## src/rtl/tetris_vga_pkg.sv

```systemverilog
// Shared constants for the Tetris pixel source: board geometry, palette,
// region classes and rgb_8 field layout.
package tetris_vga_pkg;

  localparam int BOARD_COLS = 10;
  localparam int BOARD_ROWS = 20;

  localparam int ADDR_W = 8;
  localparam int CIDX_W = 3;
  localparam int RGB_W  = 8;
  localparam int X_W    = 10;
  localparam int Y_W    = 9;

  // rgb_8 = {R[2:0], G[2:0], B[1:0]}
  localparam int R_MSB = 7;
  localparam int R_LSB = 5;
  localparam int G_MSB = 4;
  localparam int G_LSB = 2;
  localparam int B_MSB = 1;
  localparam int B_LSB = 0;

  localparam logic [RGB_W-1:0] PALETTE [8] = '{
    8'h00, 8'h1F, 8'h03, 8'hF4, 8'hFC, 8'h1C, 8'hA3, 8'hE0
  };

  localparam logic [RGB_W-1:0] BORDER_RGB = 8'b101_101_10;

  typedef enum logic [1:0] {
    BACKGROUND,
    BORDER,
    FIELD
  } region_t;

  // Halve every channel by dropping its LSB.
  function automatic logic [RGB_W-1:0] dim_rgb(input logic [RGB_W-1:0] c);
    return {1'b0, c[R_MSB:R_LSB+1],
            1'b0, c[G_MSB:G_LSB+1],
            1'b0, c[B_MSB:B_LSB+1]};
  endfunction

endpackage

```

## src/rtl/tetris_pixel_source_if.sv

```systemverilog
// Display-side and board-memory signals of the Tetris pixel source.
interface tetris_pixel_source_if;
  import tetris_vga_pkg::*;

  logic              v_sync;
  logic              pixel_en;
  logic [ADDR_W-1:0] board_addr;
  logic [CIDX_W-1:0] board_data;
  logic [RGB_W-1:0]  rgb_8;
  logic [X_W-1:0]    pix_x;
  logic [Y_W-1:0]    pix_y;
  logic              frame_done;

  modport master (
    input  v_sync, pixel_en, board_data,
    output board_addr, rgb_8, pix_x, pix_y, frame_done
  );

  modport slave (
    output v_sync, pixel_en, board_data,
    input  board_addr, rgb_8, pix_x, pix_y, frame_done
  );

endinterface

```

## src/rtl/vga_pixel_counter.sv

```systemverilog
// Rebuilds pixel column/row from v_sync and pixel_en edges and flags
// end of frame on the v_sync falling edge.
module vga_pixel_counter
  import tetris_vga_pkg::*;
#(
  parameter int CLKS_PER_PIXEL = 20,
  parameter int H_ACTIVE       = 640,
  parameter int V_ACTIVE       = 480
) (
  input  logic           clk,
  input  logic           rst,
  input  logic           v_sync,
  input  logic           pixel_en,
  output logic [X_W-1:0] pix_x,
  output logic [Y_W-1:0] pix_y,
  output logic           frame_done
);

  localparam int SUB_W = $clog2(CLKS_PER_PIXEL);
  localparam logic [SUB_W-1:0] SUB_LAST = SUB_W'(CLKS_PER_PIXEL - 1);
  localparam logic [X_W-1:0]   X_LAST   = X_W'(H_ACTIVE - 1);
  localparam logic [Y_W-1:0]   Y_LAST   = Y_W'(V_ACTIVE - 1);

  logic             v_sync_q;
  logic             pixel_en_q;
  logic             first_line;
  logic             frame_valid;
  logic [SUB_W-1:0] sub_cnt;

  logic vs_rise;
  logic vs_fall;
  logic pe_rise;

  assign vs_rise = v_sync & ~v_sync_q;
  assign vs_fall = ~v_sync & v_sync_q;
  assign pe_rise = pixel_en & ~pixel_en_q;

  // frame_valid keeps pix_y pinned at 0 after reset until a real frame start.
  always_ff @(posedge clk or negedge rst) begin
    if (!rst) begin
      v_sync_q    <= 1'b0;
      pixel_en_q  <= 1'b0;
      first_line  <= 1'b0;
      frame_valid <= 1'b0;
      sub_cnt     <= '0;
      pix_x       <= '0;
      pix_y       <= '0;
      frame_done  <= 1'b0;
    end else begin
      v_sync_q   <= v_sync;
      pixel_en_q <= pixel_en;
      frame_done <= vs_fall;

      if (vs_rise) begin
        pix_y       <= '0;
        first_line  <= 1'b1;
        frame_valid <= 1'b1;
      end

      if (pe_rise) begin
        pix_x      <= '0;
        sub_cnt    <= '0;
        first_line <= 1'b0;
        if (vs_rise) begin
          pix_y <= '0;
        end else if (frame_valid && !first_line && (pix_y != Y_LAST)) begin
          pix_y <= pix_y + 1'b1;
        end
      end else if (pixel_en) begin
        if (sub_cnt == SUB_LAST) begin
          sub_cnt <= '0;
          if (pix_x != X_LAST) begin
            pix_x <= pix_x + 1'b1;
          end
        end else begin
          sub_cnt <= sub_cnt + 1'b1;
        end
      end
    end
  end

endmodule

```

## src/rtl/tetris_pixel_source.sv

```systemverilog
// Pixel source for the Tetris display: maps pixels onto the 10x20 board,
// fetches cell colours and drives rgb_8 through the palette.
module tetris_pixel_source
  import tetris_vga_pkg::*;
#(
  parameter int CLKS_PER_PIXEL = 20,
  parameter int H_ACTIVE       = 640,
  parameter int V_ACTIVE       = 480,
  parameter int CELL_PX        = 16,
  parameter int FIELD_X0       = 240,
  parameter int FIELD_Y0       = 80,
  parameter int BORDER_PX      = 4
) (
  input  logic                  clk,
  input  logic                  rst,
  tetris_pixel_source_if.master bus
);

  localparam int CELL_SHIFT = $clog2(CELL_PX);
  localparam int FIELD_W    = BOARD_COLS * CELL_PX;
  localparam int FIELD_H    = BOARD_ROWS * CELL_PX;

  logic [X_W-1:0] pix_x;
  logic [Y_W-1:0] pix_y;
  logic           frame_done;

  vga_pixel_counter #(
    .CLKS_PER_PIXEL (CLKS_PER_PIXEL),
    .H_ACTIVE       (H_ACTIVE),
    .V_ACTIVE       (V_ACTIVE)
  ) u_pixel_counter (
    .clk        (clk),
    .rst        (rst),
    .v_sync     (bus.v_sync),
    .pixel_en   (bus.pixel_en),
    .pix_x      (pix_x),
    .pix_y      (pix_y),
    .frame_done (frame_done)
  );

  assign bus.pix_x      = pix_x;
  assign bus.pix_y      = pix_y;
  assign bus.frame_done = frame_done;

  int          dx;
  int          dy;
  logic        in_field;
  logic        in_frame;
  logic        grid;
  logic [3:0]  col;
  logic [4:0]  row;
  logic [ADDR_W-1:0] addr_next;
  region_t     region;

  // Offsets are signed so pixels left of / above the field compare correctly.
  always_comb begin
    dx        = int'(pix_x) - FIELD_X0;
    dy        = int'(pix_y) - FIELD_Y0;
    in_field  = (dx >= 0) && (dx < FIELD_W) && (dy >= 0) && (dy < FIELD_H);
    in_frame  = (dx >= -BORDER_PX) && (dx < FIELD_W + BORDER_PX) &&
                (dy >= -BORDER_PX) && (dy < FIELD_H + BORDER_PX);
    region    = BACKGROUND;
    if (in_field) begin
      region = FIELD;
    end else if (in_frame) begin
      region = BORDER;
    end
    col       = 4'(dx >>> CELL_SHIFT);
    row       = 5'(dy >>> CELL_SHIFT);
    grid      = ((dx & (CELL_PX - 1)) == 0) || ((dy & (CELL_PX - 1)) == 0);
    addr_next = ({3'b000, row} << 3) + ({3'b000, row} << 1) + {4'b0000, col};
  end

  logic [ADDR_W-1:0] board_addr_q;
  region_t           region_q;
  logic              grid_q;

  // Address only moves inside the field so it never leaves 0..199.
  always_ff @(posedge clk or negedge rst) begin
    if (!rst) begin
      board_addr_q <= '0;
      region_q     <= BACKGROUND;
      grid_q       <= 1'b0;
    end else if (bus.pixel_en) begin
      region_q <= region;
      grid_q   <= grid;
      if (region == FIELD) begin
        board_addr_q <= addr_next;
      end
    end
  end

  assign bus.board_addr = board_addr_q;

  logic [RGB_W-1:0] colour;

  always_comb begin
    colour = 8'h00;
    case (region_q)
      FIELD: begin
        if (bus.board_data != '0) begin
          colour = grid_q ? dim_rgb(PALETTE[bus.board_data])
                          : PALETTE[bus.board_data];
        end else begin
          colour = PALETTE[0];
        end
      end
      BORDER:  colour = BORDER_RGB;
      default: colour = 8'h00;
    endcase
  end

  logic [RGB_W-1:0] rgb_q;

  always_ff @(posedge clk or negedge rst) begin
    if (!rst) begin
      rgb_q <= '0;
    end else begin
      rgb_q <= bus.pixel_en ? colour : 8'h00;
    end
  end

  assign bus.rgb_8 = rgb_q;

endmodule

```

## src/flat_wrapper.sv

```systemverilog
// flat-port wrapper written by rule: the top's interface ports become plain ports
module tetris_pixel_source_flat import tetris_vga_pkg::*;
#(
  parameter int CLKS_PER_PIXEL = 20,
  parameter int H_ACTIVE       = 640,
  parameter int V_ACTIVE       = 480,
  parameter int CELL_PX        = 16,
  parameter int FIELD_X0       = 240,
  parameter int FIELD_Y0       = 80,
  parameter int BORDER_PX      = 4
)
  (clk, rst, bus_v_sync, bus_pixel_en, bus_board_data, bus_board_addr, bus_rgb_8, bus_pix_x, bus_pix_y, bus_frame_done);
  tetris_pixel_source_if bus_i ();
  input  logic clk;
  input  logic rst;
  input wire logic [$bits(bus_i.v_sync)-1:0] bus_v_sync;
  input wire logic [$bits(bus_i.pixel_en)-1:0] bus_pixel_en;
  input wire logic [$bits(bus_i.board_data)-1:0] bus_board_data;
  output wire logic [$bits(bus_i.board_addr)-1:0] bus_board_addr;
  output wire logic [$bits(bus_i.rgb_8)-1:0] bus_rgb_8;
  output wire logic [$bits(bus_i.pix_x)-1:0] bus_pix_x;
  output wire logic [$bits(bus_i.pix_y)-1:0] bus_pix_y;
  output wire logic [$bits(bus_i.frame_done)-1:0] bus_frame_done;
  assign bus_i.v_sync = bus_v_sync;
  assign bus_i.pixel_en = bus_pixel_en;
  assign bus_i.board_data = bus_board_data;
  assign bus_board_addr = bus_i.board_addr;
  assign bus_rgb_8 = bus_i.rgb_8;
  assign bus_pix_x = bus_i.pix_x;
  assign bus_pix_y = bus_i.pix_y;
  assign bus_frame_done = bus_i.frame_done;
  tetris_pixel_source #(.CLKS_PER_PIXEL(CLKS_PER_PIXEL), .H_ACTIVE(H_ACTIVE), .V_ACTIVE(V_ACTIVE), .CELL_PX(CELL_PX), .FIELD_X0(FIELD_X0), .FIELD_Y0(FIELD_Y0), .BORDER_PX(BORDER_PX)) u_core (.clk(clk), .rst(rst), .bus(bus_i));
endmodule
```

## config.mk

```make
export PLATFORM = sky130hd
export DESIGN_NAME = tetris_pixel_source_flat
export DESIGN_NICKNAME = d
export VERILOG_FILES = /design/src/rtl/tetris_vga_pkg.sv /design/src/rtl/tetris_pixel_source_if.sv /design/src/rtl/vga_pixel_counter.sv /design/src/rtl/tetris_pixel_source.sv /design/src/flat_wrapper.sv
export SDC_FILE = /design/constraint.sdc
export NUM_CORES = 1
export LEC_CHECK = 0
export CAP_MARGIN = 20
export CORE_MARGIN = 5
export CORE_UTILIZATION = 64
export DETAILED_ROUTE_END_ITERATION = 10
export DONT_BUFFER_PORTS = 1
export HOLD_SLACK_MARGIN = 0.08
export PLACE_DENSITY = 0.8
export SETUP_SLACK_MARGIN = 0.02
export SLEW_MARGIN = 25
export SYNTH_ARGS = -nofsm -noshare
export SYNTH_HDL_FRONTEND = slang
export SYNTH_SLANG_ARGS = --single-unit
```

## constraint.sdc

```tcl
create_clock -name clk -period 3.94 [get_ports clk]
set_clock_uncertainty 0.15 [all_clocks]
set_input_delay 0.985 -clock clk [delete_from_list [all_inputs] [get_ports clk]]
set_output_delay 0.985 -clock clk [all_outputs]
set_load 0.01 [all_outputs]
```

==> flow_summary.toml, run 1 <==
[drt]
drtAntennaViolNets = 0
num_vias = 2155
route.detailed.wl_per_inst_um = 15.7
post_drt_via_cell_ratio = 6.04
drt_first_pass_iters = 4
routed_wl_um = 5590
drc = 0
drt-initial-drc-count = 110

[clocking]
tritoncts_num_sinks = 48
clock_tree.htree_level_count = 2
cts_buffer_depth = 2
count_of_hold_buffers_inserted_by_post_cts_repair = 0
clock_tree_from_tritoncts = "yes"
cts-buffers-inserted = 5
clock-root-buffer = "clkbuf_8"
clkLatencyLatePin_ns = 0.30
clkSlewWorstSetupHoldPaths_ns = 0.09
cts.repair.resized = 0
cts_setup_buffers = 0

[floorplan]
initial_utilization_pct = 65.4
die_height_um = 79.0
core_area_um2 = 4660
die_width_um = 79.0
row_count = 25
design.die.area_um2 = 6250
io_pins = 43

[timing]
final_max_slew_viol_count = 0
tightest_slew_ns = 0.747
timing.slew.headroom_pct = 50.1
min_period_ns = 3.35
max_freq_ghz = 0.299
final_hold_viol_count = 0
rsz0062_at_grt = "no"
final_min_period_over_clock_period_pct = 84.9
final_setup_violations = 0
sum_neg_setup_slack_ns = 0

[synth]
synthDistinctLibCells = 60
synth.yosys.seq_area_share_pct = 39.4
synthesis.nets = 345
synth_top_area_share_pct = 39.4
postSynthCellCount = 308
flops_latches_synth = 48
netlist.top_cell.by_area = "dfrtp_1"
postSynthAreaPerCell_um2 = 9.90
async_flop_share_pct = 100
post_synth_main_area_contributors = "dfrtp_1 39%, ha_1 11%, xnor2_1 4.3%"
synth_enable_flop_cells = 0
ys_warn_count = 0
ys_dominant_reg_cell = "dfrtp_1"
netlist_area_um2 = 3050

[worst_setup_path]
crit-reg2reg-capture = "u_core.bus.board_addr[7]$_DFFE_PN0P_"
endpoint_kind = "flip-flop"
cp-start-kind = "flip-flop"
critical_path_data_required_time_ns = 3.98
timing.rr.start = "u_core.u_pixel_counter.pix_y[4]$_DFF_PN0_"
critPathArrivalTime_ns = 3.38
reg2reg_depth = 10
path_class = "flip-flop to flip-flop"
biggest_fanout_along_the_worst_timing_path = 11
r2r_slack_ns = 0.59

[final_layout]
final_cell_mix = "48 x dfrtp_1, 28 x ha_1, 27 x nor2_1"
final_common_cell = "dfrtp_1"
layoutNonFillerInstCount = 357
multi_input_comb_area_um2 = 1670
fillerInstances = 358
layout-drive-gt1-share_pct = 8.91
finish.net_count = 339
antenna-diode-count = 0
layout-area-overhead-vs-synth_pct = 3.73
reg_area_um2 = 1200

[global_route]
globalRouteMet2Util_pct = 33.4
grt.total_usage_pct = 19.7
first_global_vias = 2170
grt_start_max_net_pins = 49
grt_antenna_before_repair = 0
global_route.usage.met1_pct = 24.3
globalRoute.totalOverflow = 0
groute.layer.met3.usage_pct = 5.56
global_route.peak_usage_layer = "met2"
grt_first_pass_wirelength_um = 9920

[placed_design]
placedCellCount = 349
final_hpwl_from_detailed_placement_um = 4110
gp_congestion = 0.801
buffer_ports.inserted = 0

[worst_hold_path]
hold_path.class = "input pin to asynchronous set/reset pin"

[job]
drv.max_cap_violation_count = 0

[power]
irDropWorstVdd_mv = 0.270
power.density_cell_area_nw_per_um2 = 316
power.leakage_nw = 1.38

[outcome]
status = "completed"
sequential cells by signal (all words and copies together) (netlist names):
name,count
u_core.u_pixel_counter.frame_valid,1
u_core.grid_q,1
u_core.u_pixel_counter.frame_done,1
u_core.bus.board_addr,8
u_core.u_pixel_counter.first_line,1
u_core.u_pixel_counter.sub_cnt,5
u_core.u_pixel_counter.pixel_en_q,1
u_core.u_pixel_counter.pix_y,9
u_core.u_pixel_counter.pix_x,10
u_core.bus.rgb_8,8
u_core.u_pixel_counter.v_sync_q,1
u_core.region_q,2
critical path, stage by stage (launching register included):
cell and delay [ns]:
dfrtp_1 0.58, inv_1 0.19, ha_1 0.29, xnor2_1 0.33
fa_1 0.52, ha_1 0.33, a211oi_1 0.23, o21bai_1 0.11
a21oi_1 0.18, xnor2_1 0.08, mux2_4 0.25
metal layers:
layer / share of wire [%] / up-vias / wire length [µm]
li1: - / 1067 / -
met5: 0 / - / 0
met2: 49 / 47 / 2760
met4: 0.91 / 0 / 51
met1: 44 / 1034 / 2460
met3: 5.7 / 7 / 317
worst max path at each step:
| stage | from | endpoint | cells past startpoint |
|---|---|---|---|
| 4_1_cts | u_core.u_pixel_counter.pix_y[4]$_DFF_PN0_ | u_core.bus.board_addr[7]$_DFFE_PN0P_ | 10 |
| 3_5_place_dp | u_core.u_pixel_counter.pix_y[4]$_DFF_PN0_ | u_core.bus.board_addr[6]$_DFFE_PN0P_ | 9 |
| 2_1_floorplan | u_core.u_pixel_counter.pix_y[4]$_DFF_PN0_ | u_core.bus.board_addr[6]$_DFFE_PN0P_ | 9 |
| 6_report | u_core.u_pixel_counter.pix_y[4]$_DFF_PN0_ | u_core.bus.board_addr[7]$_DFFE_PN0P_ | 10 |
| 5_1_grt | u_core.u_pixel_counter.pix_y[4]$_DFF_PN0_ | u_core.bus.board_addr[7]$_DFFE_PN0P_ | 10 |
| 3_3_place_gp | u_core.u_pixel_counter.pix_y[4]$_DFF_PN0_ | u_core.bus.board_addr[7]$_DFFE_PN0P_ | 10 |
area by class of cell:
type / count / share of cell area, %
Sequential cell: 48 / 38.0
Timing Repair Buffer: 2 / 0.474
Inverter: 26 / 3.08
Clock buffer: 5 / 2.17
Multi-Input combinational cell: 219 / 52.8
Clock inverter: 3 / 1.34
Tap cell: 54 / 2.14
Yosys cell counts, types with 6 or more instances:
cell type,instances
o21ai_0,16
xnor2_1,15
nand2_1,16
a21oi_1,11
nor2_1,27
ha_1,28
dfrtp_1,48
clkbuf_1,8
nand3_1,12
inv_1,26
nor2b_1,6
mux2_4,8
where the power goes:
part,internal (mW),switching (mW),total (mW)
logic,0.0401,0.0456,0.0858
clock network,0.188,0.165,0.353
registers,0.516,0.0458,0.562
stage by stage:
step           area (µm²)  utilization (%)  power [mW]  worst slack, ns  hold slack, ns
2_1_floorplan        3050                -       0.635            0.826           0.313
3_3_place_gp         3050             65.5       0.651            0.674           0.332
3_5_place_dp         3050             65.5       0.657            0.592           0.344
4_1_cts              3160             67.9        1.01            0.571           0.202
5_1_grt              3160             67.9        1.05            0.345           0.197
6_report             3160             67.9        1.00            0.594           0.217
kinds of logic after synthesis:
| kind of cell | Yosys count | synth area share [%] |
|---|---|---|
| xor gates and xnor gates | 20 | 5.74 |
| buffers and inverters | 41 | 5.82 |
| and+or+nand+nor | 94 | 16.9 |
| AOI/OAI and AO/OA | 64 | 14.4 |
| DFF | 48 | 39.4 |
| adders and majority gates | 30 | 12.8 |
| muxes | 11 | 4.96 |
No activity file was read; power rests on OpenSTA's default activity.
==> inputs of run 2 (changes only) <==
--- a/config.mk
+++ b/config.mk
@@ -7,11 +7,11 @@
 export LEC_CHECK = 0
 export CAP_MARGIN = 20
 export CORE_MARGIN = 5
-export CORE_UTILIZATION = 64
+export CORE_UTILIZATION = 58
 export DETAILED_ROUTE_END_ITERATION = 10
 export DONT_BUFFER_PORTS = 1
 export HOLD_SLACK_MARGIN = 0.08
-export PLACE_DENSITY = 0.8
+export PLACE_DENSITY = 0.76
 export SETUP_SLACK_MARGIN = 0.02
 export SLEW_MARGIN = 25
 export SYNTH_ARGS = -nofsm -noshare
==> constraint.sdc (replaced) <==
create_clock -name clk -period 2.9 [get_ports clk]
set_clock_uncertainty 0.15 [all_clocks]
set_input_delay 0.725 -clock clk [delete_from_list [all_inputs] [get_ports clk]]
set_output_delay 0.725 -clock clk [all_outputs]
set_load 0.01 [all_outputs]
==> flow_summary.toml, run 2 (synthesis gave the netlist of run 1 again) <==
[outcome]
status = "completed"

[final_layout]
layout-area-overhead-vs-synth_pct = 10.7
finish.net_count = 354
largest_register_ff_count = 10
fillerInstances = 382
top_regs = "u_core.u_pixel_counter.pix_x: 10 flops, u_core.u_pixel_counter.pix_y: 9 flops"
final_cell_mix = "46 x dfrtp_1, 27 x nor2_1, 27 x ha_1"
final_common_cell = "dfrtp_1"
registers.top_by_ff_count = "u_core.u_pixel_counter.pix_x"
finalCoreUtilization_pct = 66.1
layout-drive-gt1-share_pct = 16.0
antenna-diode-count = 0
reg_area_um2 = 1200
multi_input_comb_area_um2 = 1710

[clocking]
clock_tree.htree_level_count = 2
cts_buffer_depth = 2
clock-root-buffer = "clkbuf_8"
clock_tree_from_tritoncts = "yes"
cts-buffers-inserted = 5
tritoncts_num_sinks = 48
clkLatencyLatePin_ns = 0.30
clkSlewWorstSetupHoldPaths_ns = 0.09

[global_route]
globalRoute.totalOverflow = 0
grt.total_usage_pct = 19.9
grt_antenna_before_repair = 0
first_global_vias = 2238
grt_start_max_net_pins = 49
grt_first_pass_wirelength_um = 10500

[floorplan]
die_width_um = 82.5
die_height_um = 82.5
initial_utilization_pct = 59.7
io_pins = 43
row_count = 26
core_area_um2 = 5110
design.die.area_um2 = 6810

[worst_setup_path]
cpMaxStageDelayCell = "fa_1"
cp-start-kind = "flip-flop"
endpoint_kind = "flip-flop"
worst_path_most_repeated_cell = "ha_1"
critical-path-max-stage-delay_ns = 0.40
critical_path.n_buffers_inverters = 3
biggest_fanout_along_the_worst_timing_path = 3
timing.critical_path.cells = "inv_2, buf_4, ha_1, inv_1, ha_1, ha_1, fa_1, a21o_1, a21oi_1, xnor2_1, mux2_4"
path_class = "flip-flop to flip-flop"
critical_path_data_required_time_ns = 2.95
critPathArrivalTime_ns = 2.85
critical_path.top_delay_family = "adder cells"

[timing]
final_setup_violations = 0
final_min_period_over_clock_period_pct = 96.8
final.setup.worst_slack_ns = 0.0937
min_period_ns = 2.81
final_hold_viol_count = 0
max_freq_ghz = 0.356
fin_worst_hold_slack_ns = 0.106
timing.slew.headroom_pct = 50.3
tightest_slew_ns = 0.745
final_max_slew_viol_count = 0

[power]
totalPowerFinal_mw = 1.43
irDropWorstVdd_mv = 0.290
power.density_cell_area_nw_per_um2 = 422
power.leakage_nw = 1.49

[placed_design]
detailedPlace.worstSlack_ns = -0.00906
buffer_ports.inserted = 0
gp_congestion = 0.853
final_hpwl_from_detailed_placement_um = 4570

[drt]
num_vias = 2299
drt-initial-drc-count = 95
routed_wl_um = 6320
drtAntennaViolNets = 0
route.detailed.wl_per_inst_um = 16.3
post_drt_via_cell_ratio = 5.93
drc = 0
drt_first_pass_iters = 4

[job]
drv.max_cap_violation_count = 0

[worst_hold_path]
hold_path.class = "input pin to asynchronous set/reset pin"
## run 2: cell types whose count changed in the layout (fill, tap and decap cells not counted), sizes merged
cell      previous run  this run
clkbuf               5         7
clkinvlp             1         0
clkinv               1         0
buf                  2        17
## run 2: final cells by class
| type | instances | share of cell area [%] |
|---|---|---|
| multi-input combinational | 219 | 50.7 |
| inverter | 26 | 2.89 |
| timing repair buffer | 17 | 4.48 |
| tap | 70 | 2.59 |
| clock inverter | 1 | 0.889 |
| clock buffer | 7 | 2.85 |
| sequential | 48 | 35.6 |
## run 2: path summary, 6_finish.rpt
path	from	slack [ns]	endpoint	depth (start not counted)
max in group asynchronous	rst	2.27	u_core.u_pixel_counter.pix_y[5]$_DFF_PN0_	1
min	rst	0.11	u_core.bus.rgb_8[3]$_DFF_PN0_	1
max	u_core.u_pixel_counter.pix_y[4]$_DFF_PN0_	0.09	u_core.bus.board_addr[6]$_DFFE_PN0P_	11
min in group clk	bus_pixel_en	0.29	u_core.u_pixel_counter.pixel_en_q$_DFF_PN0_	0
max reg2reg	u_core.u_pixel_counter.pix_y[4]$_DFF_PN0_	0.09	u_core.bus.board_addr[6]$_DFFE_PN0P_	11
min reg2reg	u_core.u_pixel_counter.frame_valid$_DFFE_PN0P_	0.35	u_core.u_pixel_counter.frame_valid$_DFFE_PN0P_	1
## run 2: worst reg2reg max path: stages, from the launching register on
cell,delay [ns]
dfrtp_2,0.38
inv_2,0.05
buf_4,0.14
ha_1,0.27
inv_1,0.06
ha_1,0.30
ha_1,0.25
fa_1,0.40
a21o_1,0.19
a21oi_1,0.16
xnor2_1,0.08
mux2_4,0.25
## run 2: stage by stage
stage               instances  setup TNS (ns)  cell area, µm²
CTS                       384               0            3330
global placement          375               0            3160
floorplan                 308               0            3060
global route              388        -0.00605            3380
detailed placement        375        -0.00906            3160
finish                    388               0            3380
## run 2: power by group
part | internal, mW | switching [mW]
Clock | 0.304 | 0.226
Sequential | 0.701 | 0.0616
Combinational | 0.0580 | 0.0745
Total | 1.06 | 0.362
## run 2: metal layers
layer	share of wire [%]	track usage [%]	vias to the layer above
li1	-	-	1096
met1	41	23.9	1139
met2	51	34.4	53
met3	6.2	5.75	11
met4	1.7	5.72	0
met5	0	0	-
## run 2: what timing repair did
item,in CTS,in global routing
gates resized for setup,3,6
hold buffers,1,0
endpoints found under the hold margin,48,0
setup buffers,0,4
pin swaps,0,1
endpoints found under the setup margin,1,2
==> inputs of run 3 (changes only) <==
--- a/config.mk
+++ b/config.mk
@@ -11,9 +11,10 @@
 export DETAILED_ROUTE_END_ITERATION = 10
 export DONT_BUFFER_PORTS = 1
 export HOLD_SLACK_MARGIN = 0.08
-export PLACE_DENSITY = 0.76
+export PLACE_DENSITY_LB_ADDON = 0.1
 export SETUP_SLACK_MARGIN = 0.02
 export SLEW_MARGIN = 25
 export SYNTH_ARGS = -nofsm -noshare
 export SYNTH_HDL_FRONTEND = slang
 export SYNTH_SLANG_ARGS = --single-unit
+export TNS_END_PERCENT = 20
==> flow_summary.toml, run 3 (synthesis gave the netlist of run 1 again) <==
[outcome]
status = "completed"

[drt]
drc = 0
met1Wirelength_um = 2660
drtAntennaViolNets = 0
route.met2.wl_um = 3060
routed.top_layer = "met4"
routed_wl_um = 6170
drt-initial-drc-count = 80
num_vias = 2229
route.detailed.wl_per_inst_um = 16.0
drt_first_pass_iters = 4
met3_wirelength_um = 398
post_drt_via_cell_ratio = 5.77

[timing]
tightest_slew_ns = 0.780
sum_neg_setup_slack_ns = 0
final_hold_viol_count = 0
rsz0062_at_grt = "no"
final_max_slew_viol_count = 0
final_min_period_over_clock_period_pct = 94.3
final.setup.worst_slack_ns = 0.164
min_period_ns = 2.74
timing.slew.headroom_pct = 47.9
final_setup_violations = 0
max_freq_ghz = 0.365

[power]
power_report.internal_total_uw = 924
seq_power_share_pct = 59.6
part_of_the_power_in_combinational_logic_pct = 10.6
irDropWorstVdd_mv = 0.277
power.density_cell_area_nw_per_um2 = 384
power.leakage_nw = 1.46
power_switching_uw = 353
netSwitchingFraction_pct = 27.7
p_clk_share_pct = 29.8

[clocking]
clkLatencyLatePin_ns = 0.30
clkSlewWorstSetupHoldPaths_ns = 0.09
cts-buffers-inserted = 5
tritoncts_num_sinks = 48
clock-root-buffer = "clkbuf_8"
clock_tree_from_tritoncts = "yes"
clock_tree.htree_level_count = 2
cts_buffer_depth = 2

[worst_hold_path]
hold_path.class = "input pin to asynchronous set/reset pin"

[final_layout]
layout-area-overhead-vs-synth_pct = 9.15
final_cell_mix = "46 x dfrtp_1, 27 x nor2_1, 27 x ha_1"
registers.top_by_ff_count = "u_core.u_pixel_counter.pix_x"
largest_register_ff_count = 10
top_regs = "u_core.u_pixel_counter.pix_x: 10 flops, u_core.u_pixel_counter.pix_y: 9 flops"
layout-drive-gt1-share_pct = 16.1
antenna-diode-count = 0
final_common_cell = "dfrtp_1"
fillerInstances = 419
finish.net_count = 353

[worst_setup_path]
critical_path_data_required_time_ns = 2.94
endpoint_kind = "flip-flop"
critPathArrivalTime_ns = 2.77
path_class = "flip-flop to flip-flop"
biggest_fanout_along_the_worst_timing_path = 3
critical_path.startpoint = "u_core.u_pixel_counter.pix_y[4]$_DFF_PN0_"
cp-start-kind = "flip-flop"
timing.rr.start = "u_core.u_pixel_counter.pix_y[4]$_DFF_PN0_"

[global_route]
grt_first_pass_wirelength_um = 10600
grt_start_max_net_pins = 49
first_global_vias = 2285
grt_antenna_before_repair = 0
globalRoute.totalOverflow = 0
grt.total_usage_pct = 20.0

[floorplan]
row_count = 26
io_pins = 43
design.die.area_um2 = 6810
core_area_um2 = 5110
die_width_um = 82.5
die_height_um = 82.5
initial_utilization_pct = 59.7

[placed_design]
detailedPlace.worstSlack_ns = 0.0469
final_hpwl_from_detailed_placement_um = 4520
gp_congestion = 0.832
buffer_ports.inserted = 0

[job]
drv.max_cap_violation_count = 0
## run 3: cell types whose count changed in the layout (fill, tap and decap cells not counted), sizes merged
cell and delta:
buf -1, bufinv -1, clkbuf -1, clkinv +1
## run 3: routing by layer
metal | global-route usage (%) | vias up
met5 | 0 | -
li1 | - | 1087
met3 | 5.53 | 7
met2 | 33.4 | 60
met1 | 25.6 | 1075
met4 | 4.74 | 0
## run 3: worst paths after layout
check / endpoint / slack [ns] / depth (start not counted)
worst min-delay path: u_core.bus.rgb_8[1]$_DFF_PN0_ / 0.11 / 1
worst max-delay path: u_core.bus.board_addr[6]$_DFFE_PN0P_ / 0.16 / 11
worst min register to register: u_core.u_pixel_counter.frame_valid$_DFFE_PN0P_ / 0.35 / 1
worst max register to register: u_core.bus.board_addr[6]$_DFFE_PN0P_ / 0.16 / 11
min in group clk: u_core.u_pixel_counter.pixel_en_q$_DFF_PN0_ / 0.30 / 0
max in group asynchronous: u_core.u_pixel_counter.pix_y[5]$_DFF_PN0_ / 2.26 / 1
## run 3: stage by stage
stage	std cells	total power [mW]	util [%]	hold WS, ns	cell area (µm²)
3_5_place_dp	376	0.897	62.0	0.281	3170
3_3_place_gp	376	0.888	62.0	0.281	3170
2_1_floorplan	308	0.862	-	0.279	3060
5_1_grt	386	1.36	65.2	0.111	3330
6_report	386	1.28	65.2	0.115	3330
4_1_cts	384	1.30	64.3	0.119	3280
## run 3: critical path, stage by stage (launching register included)
cell and delay (ns):
dfrtp_2 0.37, inv_2 0.05, buf_4 0.14, ha_1 0.27, inv_1 0.05, ha_1 0.29
ha_1 0.25, fa_2 0.36, a21o_1 0.18, a21oi_1 0.17, xnor2_1 0.08, mux2_4 0.25
## run 3: repair_timing
item / 4_1_cts / 5_1_grt
endpoints found under the setup margin: 1 / 2
pin swaps: 0 / 1
gates resized for setup: 1 / 9
hold buffers: 1 / 0
hold endpoints to repair: 48 / 0
buffers inserted: 0 / 2
## run 3: power groups by stage
stage          clock (mW)  sequential [mW]  combinational [mW]
5_1_grt             0.429            0.770               0.159
3_3_place_gp            0            0.775               0.113
6_report            0.381            0.762               0.135
2_1_floorplan           0            0.751               0.112
3_5_place_dp            0            0.776               0.121
4_1_cts             0.397            0.762               0.138
## run 3: layout make-up
type | instances | area (µm²) | share of cell area [%]
clock inverter | 1 | 5.00 | 0.150
inverter | 26 | 97.6 | 2.93
sequential | 48 | 1200 | 36.2
clock buffer | 6 | 72.6 | 2.18
tap | 70 | 87.6 | 2.63
multi-input combinational | 219 | 1720 | 51.7
timing repair buffer | 16 | 140 | 4.21
